==> src/rtl/imem_loader_if.sv <==
// imem_loader_if: UART byte input, halt flag and instruction-memory/pipeline control
// outputs of the program loader; slave = loader side, master = host side.
`default_nettype none

interface imem_loader_if;
   logic [7:0]  i_rx_data;
   logic        i_rx_valid;
   logic        i_halt;
   logic        o_write_en;
   logic [31:0] o_addr_wr;
   logic [31:0] o_data;
   logic        o_read_en;
   logic        o_clk_en;
   logic        o_busy;
   logic        o_error;

   modport slave (
      input  i_rx_data, i_rx_valid, i_halt,
      output o_write_en, o_addr_wr, o_data, o_read_en, o_clk_en, o_busy, o_error
   );

   modport master (
      output i_rx_data, i_rx_valid, i_halt,
      input  o_write_en, o_addr_wr, o_data, o_read_en, o_clk_en, o_busy, o_error
   );
endinterface

`default_nettype wire

==> src/rtl/imem_loader.sv <==
// imem_loader: UART-driven program loader / run controller for the instruction memory.
// Rev 1.0 -- initial release.
`default_nettype none

module imem_loader #(
   parameter int MAX_WORDS      = 64,
   parameter int TIMEOUT_CYCLES = 100000
) (
   input  logic          i_clk,
   input  logic          i_reset,
   imem_loader_if.slave  bus
);

   localparam int IDX_W = $clog2(MAX_WORDS + 1);
   localparam int TMR_W = $clog2(TIMEOUT_CYCLES + 1);

   localparam logic [7:0] C_CMD_LOAD = 8'h4C;
   localparam logic [7:0] C_CMD_RUN  = 8'h52;
   localparam logic [7:0] C_CMD_STEP = 8'h53;
   localparam logic [7:0] C_CMD_HALT = 8'h48;

   typedef enum logic [1:0] {
      S_IDLE      = 2'd0,
      S_GET_COUNT = 2'd1,
      S_GET_BYTES = 2'd2,
      S_RUN       = 2'd3
   } state_t;

   state_t            state_q;
   logic [IDX_W-1:0]  count_q;
   logic [IDX_W-1:0]  word_idx_q;
   logic [1:0]        byte_idx_q;
   logic [23:0]       shift_q;
   logic [TMR_W-1:0]  timer_q;
   logic              done_q;
   logic              write_en_q;
   logic [31:0]       addr_q;
   logic [31:0]       data_q;
   logic              read_en_q;
   logic              clk_en_q;
   logic              busy_q;
   logic              error_q;

   logic w_timeout;
   logic w_last_word;
   logic w_bad_count;

   assign w_timeout   = (timer_q == TMR_W'(TIMEOUT_CYCLES - 1));
   assign w_last_word = ((word_idx_q + IDX_W'(1)) == count_q);
   assign w_bad_count = (bus.i_rx_data == 8'd0) || (32'(bus.i_rx_data) > 32'(MAX_WORDS));

   always_ff @(posedge i_clk or negedge i_reset) begin
      if (!i_reset) begin
         state_q    <= S_IDLE;
         count_q    <= '0;
         word_idx_q <= '0;
         byte_idx_q <= '0;
         shift_q    <= '0;
         timer_q    <= '0;
         done_q     <= 1'b0;
         write_en_q <= 1'b0;
         addr_q     <= '0;
         data_q     <= '0;
         read_en_q  <= 1'b1;
         clk_en_q   <= 1'b0;
         busy_q     <= 1'b0;
         error_q    <= 1'b0;
      end else begin
         write_en_q <= 1'b0;
         error_q    <= 1'b0;
         case (state_q)
            S_IDLE: begin
               clk_en_q <= 1'b0;
               if (bus.i_rx_valid) begin
                  case (bus.i_rx_data)
                     C_CMD_LOAD: begin
                        state_q   <= S_GET_COUNT;
                        busy_q    <= 1'b1;
                        read_en_q <= 1'b0;
                        timer_q   <= '0;
                     end
                     C_CMD_RUN: begin
                        state_q  <= S_RUN;
                        clk_en_q <= 1'b1;
                     end
                     C_CMD_STEP: clk_en_q <= 1'b1;
                     default: ;
                  endcase
               end
            end
            S_GET_COUNT: begin
               if (bus.i_rx_valid) begin
                  timer_q <= '0;
                  if (w_bad_count) begin
                     error_q   <= 1'b1;
                     state_q   <= S_IDLE;
                     busy_q    <= 1'b0;
                     read_en_q <= 1'b1;
                  end else begin
                     count_q    <= IDX_W'(bus.i_rx_data);
                     word_idx_q <= '0;
                     byte_idx_q <= '0;
                     done_q     <= 1'b0;
                     state_q    <= S_GET_BYTES;
                  end
               end else if (w_timeout) begin
                  error_q   <= 1'b1;
                  state_q   <= S_IDLE;
                  busy_q    <= 1'b0;
                  read_en_q <= 1'b1;
               end else begin
                  timer_q <= timer_q + TMR_W'(1);
               end
            end
            S_GET_BYTES: begin
               // The final write pulse is still presented with busy high; leave afterwards.
               if (done_q) begin
                  state_q   <= S_IDLE;
                  busy_q    <= 1'b0;
                  read_en_q <= 1'b1;
               end else if (bus.i_rx_valid) begin
                  timer_q    <= '0;
                  byte_idx_q <= byte_idx_q + 2'd1;
                  if (byte_idx_q == 2'd3) begin
                     write_en_q <= 1'b1;
                     data_q     <= {shift_q, bus.i_rx_data};
                     addr_q     <= {{(30 - IDX_W){1'b0}}, word_idx_q, 2'b00};
                     word_idx_q <= word_idx_q + IDX_W'(1);
                     done_q     <= w_last_word;
                  end else begin
                     shift_q <= {shift_q[15:0], bus.i_rx_data};
                  end
               end else if (w_timeout) begin
                  error_q   <= 1'b1;
                  state_q   <= S_IDLE;
                  busy_q    <= 1'b0;
                  read_en_q <= 1'b1;
               end else begin
                  timer_q <= timer_q + TMR_W'(1);
               end
            end
            S_RUN: begin
               if (bus.i_halt || (bus.i_rx_valid && (bus.i_rx_data == C_CMD_HALT))) begin
                  state_q  <= S_IDLE;
                  clk_en_q <= 1'b0;
               end else begin
                  clk_en_q <= 1'b1;
               end
            end
            default: state_q <= S_IDLE;
         endcase
      end
   end

   assign bus.o_write_en = write_en_q;
   assign bus.o_addr_wr  = addr_q;
   assign bus.o_data     = data_q;
   assign bus.o_read_en  = read_en_q;
   assign bus.o_clk_en   = clk_en_q;
   assign bus.o_busy     = busy_q;
   assign bus.o_error    = error_q;

endmodule

`default_nettype wire

==> src/flat_wrapper.sv <==
// flat-port wrapper written by rule: the top's interface ports become plain ports
module imem_loader_flat 
#(
   parameter int MAX_WORDS      = 64,
   parameter int TIMEOUT_CYCLES = 100000
)
  (i_clk, i_reset, bus_i_rx_data, bus_i_rx_valid, bus_i_halt, bus_o_write_en, bus_o_addr_wr, bus_o_data, bus_o_read_en, bus_o_clk_en, bus_o_busy, bus_o_error);
  imem_loader_if bus_i ();
  input  logic i_clk;
  input  logic i_reset;
  input wire logic [$bits(bus_i.i_rx_data)-1:0] bus_i_rx_data;
  input wire logic [$bits(bus_i.i_rx_valid)-1:0] bus_i_rx_valid;
  input wire logic [$bits(bus_i.i_halt)-1:0] bus_i_halt;
  output wire logic [$bits(bus_i.o_write_en)-1:0] bus_o_write_en;
  output wire logic [$bits(bus_i.o_addr_wr)-1:0] bus_o_addr_wr;
  output wire logic [$bits(bus_i.o_data)-1:0] bus_o_data;
  output wire logic [$bits(bus_i.o_read_en)-1:0] bus_o_read_en;
  output wire logic [$bits(bus_i.o_clk_en)-1:0] bus_o_clk_en;
  output wire logic [$bits(bus_i.o_busy)-1:0] bus_o_busy;
  output wire logic [$bits(bus_i.o_error)-1:0] bus_o_error;
  assign bus_i.i_rx_data = bus_i_rx_data;
  assign bus_i.i_rx_valid = bus_i_rx_valid;
  assign bus_i.i_halt = bus_i_halt;
  assign bus_o_write_en = bus_i.o_write_en;
  assign bus_o_addr_wr = bus_i.o_addr_wr;
  assign bus_o_data = bus_i.o_data;
  assign bus_o_read_en = bus_i.o_read_en;
  assign bus_o_clk_en = bus_i.o_clk_en;
  assign bus_o_busy = bus_i.o_busy;
  assign bus_o_error = bus_i.o_error;
  imem_loader #(.MAX_WORDS(MAX_WORDS), .TIMEOUT_CYCLES(TIMEOUT_CYCLES)) u_core (.i_clk(i_clk), .i_reset(i_reset), .bus(bus_i));
endmodule
==> config.mk <==
export PLATFORM = sky130hd
export DESIGN_NAME = imem_loader_flat
export DESIGN_NICKNAME = d
export VERILOG_FILES = /design/src/rtl/imem_loader_if.sv /design/src/rtl/imem_loader.sv /design/src/flat_wrapper.sv
export SDC_FILE = /design/constraint.sdc
export NUM_CORES = 1
export LEC_CHECK = 0
export BUFFER_PORTS_ARGS = -buffer_cell sky130_fd_sc_hd__buf_2
export CAP_MARGIN = 20
export CORE_MARGIN = 5
export CORE_UTILIZATION = 25
export CTS_BUF_LIST = sky130_fd_sc_hd__clkbuf_4
export CTS_CLUSTER_DIAMETER = 40
export DETAILED_ROUTE_END_ITERATION = 10
export GPL_TIMING_DRIVEN = 0
export PLACE_DENSITY_LB_ADDON = 0.05
export SYNTH_ARGS = -nofsm -noshare
export SYNTH_HDL_FRONTEND = slang
export SYNTH_SLANG_ARGS = --single-unit
==> constraint.sdc <==
create_clock -name i_clk -period 3.7 [get_ports i_clk]
set_clock_uncertainty 0.05 [all_clocks]
set_input_delay 0.37 -clock i_clk [delete_from_list [all_inputs] [get_ports i_clk]]
set_output_delay 0.37 -clock i_clk [all_outputs]
set_load 0.01 [all_outputs]
### Word level (Yosys, flattened, before mapping)

Cells that the tools add are included.
Widths: inputs -> output; s select.

* memory bits (read-only): 0
* input bits: 12
* register bits: 104
* memories: 0
* word-level logic and storage cells: 122
* output and inout port bits: 69
* latch bits: 0
* memory bits (writable): 0

* $lt $le $gt $ge: 1
* equal/unequal tests: 21
* $add $sub $neg: 3
* divide/modulo/power cells: 0
* multipliers: 0
* multiplexer cells: 62
* bitwise gates (word level): 3
* reduce and logical (&&, ||, !) cells: 18
* shifts and indexed selects: 0

Operators with widths (number)
* $mux 17: 5
* $pmux 17 s3: 1
* $mux 7: 5
* $eq 8x7->1 const B: 4
* $mux 1: 31
* $mux 2: 11
* $add 17x1->17 const B: 1
* $eq 17x17->1 const B: 1
* $reduce_and 4->1: 4
* $pmux 7 s2: 1
* $ne 2x2->1 const B: 6
* $reduce_and 5->1: 2
* $gt 8x7->1 const B: 1
* $logic_not 8->1: 1
* $pmux 2 s2: 2
* $pmux 2 s4: 1
* $add 7x1->7 const B: 1
* $eq 7x7->1: 1
* $eq 2x2->1 const B: 3
* $ne 3x2->1 const B: 2
* $pmux 1 s2: 3
* $pmux 1 s3: 2
* $reduce_and 3->1: 2
* $reduce_and 6->1: 1
* other kinds (11): 16

### Depth between registers and ports, before layout

Gate-level depths: netlist (run 1).

* depth in word-level cells: 6
* depth in mapped cells: 9
* mapped depth without buffers: 7

### Worst setup path after synthesis (run 1)

Ideal clock, no wire load.

* path kind: flip-flop to flip-flop
* from: register u_core.state_q[1]
* to: register u_core.timer_q[5]
* stages on the path, launching flop included: 10
* clock period less this slack: 2.229 ns
* arrival time: 2.103 ns
* library setup time: 0.076 ns
* path buffers: 2
* slack: 1.471 ns
* required time: 3.574 ns
* path through: dfrtp_1 > inv_1 > ha_1 > buf_2 > nand2b_1 > clkbuf_1 > nor3b_1 > nand3_2 > or3_1 > o21ai_1

* longest elaborated chain between the ends: 3
* elaborated cells on any way between the ends: 9
* those cells by class: eq/ne: 5; mux: 1; reduce/logical: 3

Ends and longest elaborated chain
* start, declared: line imem_loader.sv:29 `state_t state_q;`
* start signal, assigned: line imem_loader.sv:54 `state_q <= S_IDLE;`
* start signal, assigned: line imem_loader.sv:77 `state_q <= S_GET_COUNT;`
* start signal, assigned: line imem_loader.sv:83 `state_q <= S_RUN;`
* $eq 2x2->1, or another cell as far along: line imem_loader.sv:71 `case (state_q)`
* $ne 2x2->1 (no line) or $reduce_bool 3->1 (tied branches)
* $reduce_and 4->1 (no line)
* end signal, assigned: line imem_loader.sv:112 `timer_q <= timer_q + TMR_W'(1);`
* end signal, assigned: line imem_loader.sv:139 `timer_q <= timer_q + TMR_W'(1);`
* end, declared: line imem_loader.sv:34 `logic [TMR_W-1:0] timer_q;`

Several ways; a longest one is shown, not always the timed one.
A chain may end at the register's enable or synchronous reset.

### Worst setup path after layout (run 1)

* from: register u_core.state_q[1]
* to: register u_core.timer_q[10]

Same word-level chain as after synthesis.

==> summary.md, run 1 <==
| Metric | Value |
|---|---|
| Largest net degree at the start of global routing | 56 |
| TritonCTS buffer count | 9 |
| Highest cell delay on the worst timing path | 0.76 ns |
| Clk_lat worst skew | 0.48 ns |
| Synth top area cells | dfrtp_1 51%, mux2_2 15%, buf_4 3.7%, o21ai_0 3.6%, ha_1 2.0% |
| R2r worst-path depth | 8 |
| Synth cell types | 59 |
| WL met3 | 595 um |
| Pwr Total | 2.68 mW |
| Fin area | 5950 um2 |
| Via density | 4.45 |
| XOR/XNOR Fraction of Synth Area | 0.0155 |
| #FFs+latches synth | 104 |
| CP Max Fanout | 10 |
| First-pass DRT Iterations | 4 |
| First-pass GRT wire length | 21200 um |
| Synthesized instance count | 441 |
| Area post-placement | 5810 um2 |
| Input/output buffers | 55 |
| Full die area | 23300 um2 |
| Syn avg cell area | 11.5 um2 |
| Post-synth EDFFs | 0 |
| Max VDD drop | 0.000142 V |
| Gpl congestion | 0.777 |
| Worst Path Required | 4.05 ns |
| Clk pin slew, worst setup/hold paths | 0.17 ns |
| Max Slew Vio Count | 0 |
| Worst Hold Depth | 2 |
| CP startpoint kind | flop |
| Hold Crit Start | bus_i_rx_data[2] |
| Reg2Reg Capture Point | u_core.timer_q[10] |
| Clk buf depth | 2 |
| Mux cell area share after synthesis | 0.149 |
| Post-cts sizing count | 0 |
| Final Cycle Share | 0.799 |
| Largest family of logic cells by synthesized area | multiplexers |
| Core Footprint | 20100 um2 |
| Final net count | 553 |
| Worst EP arrival | 3.31 ns |
| Synth Area in Compound Gates | 0.115 |
| RSZ-0062 raised after global routing | false |
| DRT iter0 DRCs | 175 |
| CP Cell Sequence | inv_1, ha_1, buf_2, nand2b_1, clkbuf_1, nor3b_1, nand2_1, o31ai_1 |
| Vias in the first global route | 3765 |
| Simple-Gate Fraction of Synth Area | 0.129 |
| CP max stage cell | nor3b_1 |
| DP Worst Slack | 0.678 ns |
| FMAX | 338 MHz |
| CTS tree | done |
| Clock sinks | 104 |
| Yosys top cell by area | dfrtp_1 |
| Synth Area in Adders | 0.0197 |
| DP HPWL | 9370 um |
| Final min period | 2.96 ns |
| Max cap viols | 0 |
| Setup_tns | 0 ns |
| Hold Path Class | input pin to flop |
| ANT nets after route | 0 |
| # H-tree levels | 3 |
| Cell Pwr Density | 451 nW/um2 |
| Total number of vias | 3604 |
| Die height | 153 um |
| R2r setup slk | 0.74 ns |
| Worst reg2reg startpoint | u_core.state_q[1] |
| Die width | 153 um |
| # DRC | 0 |
| Hold Fails Final Rpt | 0 |
| Fillers | 2122 |
| Initial antenna violation count | 1 |
| Worst rel slew slack | 0.417 |
| Outcome | finished, final reports clean |
| Worst Max-Slew Pin Slew | 0.868 ns |
| Synthesized cell area | 5080 um2 |
| M1 WL | 6190 um |
| FFs w/ async S/R, synth | 1.00 |
| Worst setup margin | 0.743 ns |
| Routed WL | 12900 um |
| Root buffer cell | clkbuf_4 |
| Pleak | 2.91 nW |
| Yosys warnings | 0 |
| Hold worst-path end | u_core.shift_q[2] |
| Post-synth top area share | 0.508 |
| Crit path kind | flop to flop |
| GR Overflow Total | 0 |
| Top-Level Pins | 81 |
| CP Capture Type | flop |
| DR WL/cell | 15.9 um |
| Register area share after synthesis | 0.513 |
| GRT Total Usage | 0.113 |
| Max Used Layer | met4 |
| Final setup fails | 0 |
| Initial Util | 0.253 |
| Post-synth top flop | dfrtp_1 |
| # rows | 52 |
| Area growth from synthesis to layout | 17.2% |
| Met2 wire length | 5890 um |
| Layout cells sized above 1 | 0.333 |
cells in the mapped netlist (2+ instances only):
master	count
nand4_1	9
a221o_1	2
a31oi_1	3
a21oi_1	11
and2_1	2
buf_2	3
nand2_1	26
buf_4	25
dfrtp_1	103
inv_1	8
nand2b_1	4
clkbuf_1	11
nor3b_1	2
and3_1	5
buf_1	4
mux2_2	67
nor2b_1	6
nor3_1	5
or3_1	4
and4_1	3
nand4b_1	3
nor2_1	12
o21ai_0	37
a22o_1	4
a311oi_1	2
a41oi_1	2
o31ai_1	10
o2bb2ai_1	2
xnor2_1	3
o22a_1	2
nor4b_1	4
ha_1	8
nand3_1	16
xor2_1	6
and4b_1	2
a21o_1	2
layer usage:
layer	track usage	up-vias
met5	0	-
met3	0.0247	11
met1	0.152	1761
met4	0.0395	0
li1	-	1755
met2	0.181	77
worst max-delay path: cells and delay by family (launching register included):
kind                     cells  cell delay, ns
AO/OA/AOI/OAI                1            0.33
adder cells (fa/ha/maj)      1            0.27
flip-flops                   1            0.43
AND/OR/NAND/NOR              3            1.26
buffers and inverters        3            0.54
registers in the layout (all words and copies together), names as in the netlist:
register               flops
u_core.bus.o_data         32
u_core.shift_q            24
u_core.timer_q            17
u_core.bus.o_addr_wr       7
u_core.count_q             7
u_core.word_idx_q          7
u_core.byte_idx_q          2
u_core.state_q             2
u_core.bus.o_busy          1
u_core.bus.o_clk_en        1
u_core.bus.o_error         1
u_core.bus.o_read_en       1
u_core.bus.o_write_en      1
u_core.done_q              1
per-stage QoR:
stage | hold slack [ns] | std cells | util
6_report | 0.168 | 810 | 0.296
5_1_grt | 0.155 | 810 | 0.296
4_1_cts | 0.138 | 808 | 0.296
3_5_place_dp | 0.422 | 791 | 0.289
3_3_place_gp | 0.424 | 790 | 0.288
2_1_floorplan | 0.0244 | 465 | -
worst max path at each step:
stage                 startpoint                  to  slack, ns  cells past startpoint
2_1_floorplan  u_core.state_q[1]   u_core.timer_q[5]       1.47                      9
3_3_place_gp   u_core.state_q[1]  u_core.timer_q[10]       0.63                      8
3_5_place_dp   u_core.state_q[1]   u_core.timer_q[3]       0.68                      8
4_1_cts        u_core.state_q[1]   u_core.timer_q[3]       0.64                      8
5_1_grt        u_core.state_q[1]  u_core.timer_q[15]       0.38                      8
6_report       u_core.state_q[1]  u_core.timer_q[10]       0.74                      8
timing repair:
action	4_1_cts	5_1_grt
setup buffers	0	0
hold buffers	1	0
endpoints found under the hold margin	48	0
layout by cell type (no fill, tap or decap), types with 9 or more instances in the layout:
master | netlist | final
dfrtp_1 | 103 | 103
mux2_2 | 67 | 67
buf_2 | 3 | 57
o21ai_0 | 37 | 37
nand2_1 | 26 | 26
buf_4 | 25 | 26
conb_1 | 1 | 25
nand3_1 | 16 | 16
nor2_1 | 12 | 12
clkbuf_1 | 11 | 11
a21oi_1 | 11 | 11
o31ai_1 | 10 | 10
nand4_1 | 9 | 9
clkbuf_4 | 0 | 9
cell families (layout without fill, tap and decap cells):
group                    count (synthesis)  after routing
AND/OR/NAND/NOR                        113            113
buffers and inverters                   52            125
AO/OA/AOI/OAI                           87             87
other                                    1             27
XOR/XNOR                                 9              9
multiplexers                            67             67
flip-flops                             104            104
adder cells (fa/ha/maj)                  8              8
where the power goes:
group / switching, mW / internal [mW] / total, mW
clock network: 0.423 / 0.145 / 0.568
logic: 0.436 / 0.303 / 0.740
registers: 0.105 / 1.27 / 1.38
area by class of cell:
cell class | instances | area [um2] | area share
Sequential cell | 104 | 2600 | 0.438
Multi-Input combinational cell | 309 | 2260 | 0.381
Tap cell | 270 | 338 | 0.0568
Timing Repair Buffer | 57 | 315 | 0.0530
Buffer | 44 | 270 | 0.0454
Clock buffer | 9 | 67.6 | 0.0114
Clock inverter | 7 | 55.1 | 0.00926
Inverter | 8 | 30.0 | 0.00505
Antenna cell | 2 | 5.00 | 0.000841
Note: power is estimated with default switching activity, not from simulation.
==> run 2, diff against run 1 <==
==> constraint.sdc (replaced) <==
create_clock -name i_clk -period 2.6 [get_ports i_clk]
set_clock_uncertainty 0.05 [all_clocks]
set_input_delay 0.26 -clock i_clk [delete_from_list [all_inputs] [get_ports i_clk]]
set_output_delay 0.26 -clock i_clk [all_outputs]
set_load 0.01 [all_outputs]
==> run 2 against run 1 <==
Effect of this change: critical path depth decreased by 2; sequential cell count unchanged; sequential share of layout area decreased by 0.30 points; non-clock buffer count increased by 2; global-route usage about the same; clock power increased by 42%; wire length about the same; combinational power increased by 46%; utilization increased by 0.21 points; critical path type unchanged; largest cell class unchanged; highest routed layer unchanged.
==> summary.md, run 2 (synthesis results as in run 1) <==
| Metric | Value |
|---|---|
| Clock sinks | 104 (unchanged) |
| Clk buf depth | 2 (unchanged) |
| Fin Hold WS | 0.0577 ns (-0.110 ns) |
| CP Capture Type | flop |
| Worst Max-Slew Pin Slew | 0.903 ns (+0.0345 ns) |
| R2r setup slk | 0.16 ns (-0.59 ns) |
| Initial Util | 0.253 (unchanged) |
| Reg2Reg Capture Point | u_core.done_q |
| CTS tree | done |
| Pleak | 2.94 nW (+0.88%) |
| Die height | 153 um (unchanged) |
| # H-tree levels | 3 (unchanged) |
| DP HPWL | 9370 um (unchanged) |
| Hold worst-path end | u_core.shift_q[2] |
| Final setup fails | 0 (unchanged) |
| Cell Pwr Density | 642 nW/um2 (+42%) |
| Hold Crit Start | bus_i_rx_data[2] |
| Area growth from synthesis to layout | 18.0% |
| Clock power frac | 0.210 (-0.002) |
| Die width | 153 um (unchanged) |
| Max Slew Vio Count | 0 (unchanged) |
| Buf/Inv on CP | 0 (-3) |
| R2r worst-path depth | 6 (-2) |
| Switching Share | 0.358 (-0.00119) |
| Worst reg2reg startpoint | u_core.word_idx_q[0] |
| Largest register FFs | 32 (unchanged) |
| Area post-placement | 5810 um2 (unchanged) |
| Via density | 4.44 (-0.27%) |
| Core Footprint | 20100 um2 (unchanged) |
| Largest net degree at the start of global routing | 56 (unchanged) |
| Initial antenna violation count | 1 (unchanged) |
| RSZ-0062 raised after global routing | false |
| Final Cycle Share | 0.940 (+0.141) |
| Root buffer cell | clkbuf_4 |
| Clk_lat worst skew | 0.48 ns (about the same) |
| Multi-input gate area | 2290 um2 (+0.99%) |
| Combinational cell fraction of total power | 0.282 (+0.006) |
| Commonest non-fill, non-tap cell in the layout | dfrtp_1 |
| ANT nets after route | 0 (unchanged) |
| Gpl congestion | 0.777 (unchanged) |
| Hold Path Class | input pin to flop |
| TritonCTS buffer count | 9 (unchanged) |
| Largest delay share family, worst path | simple AND/OR/NAND/NOR gates |
| CP max stage cell | or4_1 |
| Final min period | 2.44 ns (-0.512 ns) |
| DRT iter0 DRCs | 119 (-32%) |
| Top-Level Pins | 81 (unchanged) |
| Vias in the first global route | 3766 (+0.027%) |
| GR Overflow Total | 0 (unchanged) |
| First-pass GRT wire length | 21200 um (+0.13%) |
| CP Max Fanout | 7 (-3) |
| FF/Latch Area | 2600 um2 (unchanged) |
| Highest cell delay on the worst timing path | 0.53 ns (-0.23 ns) |
| CP startpoint kind | flop |
| Worst setup margin | 0.155 ns (-0.588 ns) |
| Psw | 1.38 mW (+43%) |
| GRT Total Usage | 0.113 (+0.000179) |
| Total number of vias | 3603 (-0.028%) |
| # rows | 52 (unchanged) |
| Hold Fails Final Rpt | 0 (unchanged) |
| Layout cells sized above 1 | 0.346 (+0.0136) |
| CP Cell Sequence | ha_1, nand3_1, or2_2, xnor2_1, or4_1, o31ai_1 |
| P_int | 2.47 mW (+44%) |
| Worst rel slew slack | 0.394 (-0.0232) |
| Input/output buffers | 55 (unchanged) |
| Full die area | 23300 um2 (unchanged) |
| DP Worst Slack | -0.422 ns (-1.10 ns) |
| Commonest cells after routing, fill and taps aside | 103 x dfrtp_1, 67 x mux2_2, 58 x buf_2 |
| Worst Path Required | 2.95 ns (-1.10 ns) |
| Final net count | 555 (+0.36%) |
| Max cap viols | 0 (unchanged) |
| FMAX | 409 MHz (+21%) |
| First-pass DRT Iterations | 4 (unchanged) |
| Worst Hold Depth | 2 (unchanged) |
| Fin area | 5990 um2 (+0.69%) |
| Outcome | finished, final reports clean |
| Worst EP arrival | 2.79 ns (-0.52 ns) |
| DR WL/cell | 15.8 um (-0.32%) |
| Fillers | 2118 (-0.19%) |
| Routed WL | 12900 um (about the same) |
| Crit path kind | flop to flop |
| Clk pin slew, worst setup/hold paths | 0.17 ns (about the same) |
| Fin util | 0.298 (+0.00205) |
| Reg power frac | 0.508 (-0.005) |
| Max VDD drop | 0.000202 V (+42%) |
| # DRC | 0 (unchanged) |
[run 2: cell types whose count changed in the layout (fill, tap and decap cells not counted), sizes merged]
cell | before | now
buf | 89 | 92
clkbuf | 20 | 19
[run 2: what timing repair did]
action / CTS / global route
setup buffers: 0 / 2
gates resized for setup: 5 / 6
hold buffers: 1 / 0
setup endpoints to repair: 33 / 30
pin swaps: 0 / 1
endpoints found under the hold margin: 48 / 0
[run 2: worst reg2reg max path, delay by kind of cell, from the launching register on]
family	cells	cell delay (ns)
adder cells (fa/ha/maj)	1	0.33
XOR/XNOR	1	0.14
flip-flops	1	0.52
AO/OA/AOI/OAI	1	0.23
AND/OR/NAND/NOR	3	1.08
[run 2: power by group through the flow]
stage / Clock, mW / Combinational, mW / Sequential [mW]
finish: 0.806 / 1.08 / 1.96
global route: 0.916 / 1.22 / 1.99
CTS: 0.867 / 1.08 / 1.96
detailed placement: 0 / 1.07 / 1.99
global placement: 0 / 1.05 / 1.99
floorplan: 0 / 0.745 / 1.95
[run 2: final cells by class]
type / count / area share
Buffer: 44 / 0.0457
Antenna cell: 2 / 0.000836
Timing Repair Buffer: 59 / 0.0551
Inverter: 8 / 0.00501
Sequential cell: 104 / 0.435
Clock inverter: 7 / 0.00919
Clock buffer: 9 / 0.0113
Multi-Input combinational cell: 309 / 0.382
Tap cell: 270 / 0.0564
[run 2: worst max path at each step]
| stage | start | depth (start not counted) | end | slack, ns |
|---|---|---|---|---|
| finish | u_core.word_idx_q[0] | 6 | u_core.done_q | 0.16 |
| floorplan | u_core.state_q[1] | 9 | u_core.timer_q[5] | 0.37 |
| global placement | u_core.state_q[1] | 8 | u_core.timer_q[10] | -0.47 |
| global route | u_core.state_q[1] | 9 | u_core.timer_q[5] | 0.008 |
| detailed placement | u_core.state_q[1] | 8 | u_core.timer_q[3] | -0.42 |
| CTS | u_core.state_q[1] | 8 | u_core.timer_q[3] | 0.05 |
[run 2: per-layer routing]
metal,GRT usage,share of wire
met4,0.0395,0.016
met2,0.181,0.46
met3,0.0247,0.045
met1,0.153,0.48
met5,0,0
[run 2: through the flow]
step                power, mW  TNS, ns  cells
global placement         3.05   -18.69    790
floorplan                2.70        0    465
global route             4.12        0    812
detailed placement       3.06    -8.54    791
finish                   3.85        0    812
CTS                      3.91        0    808
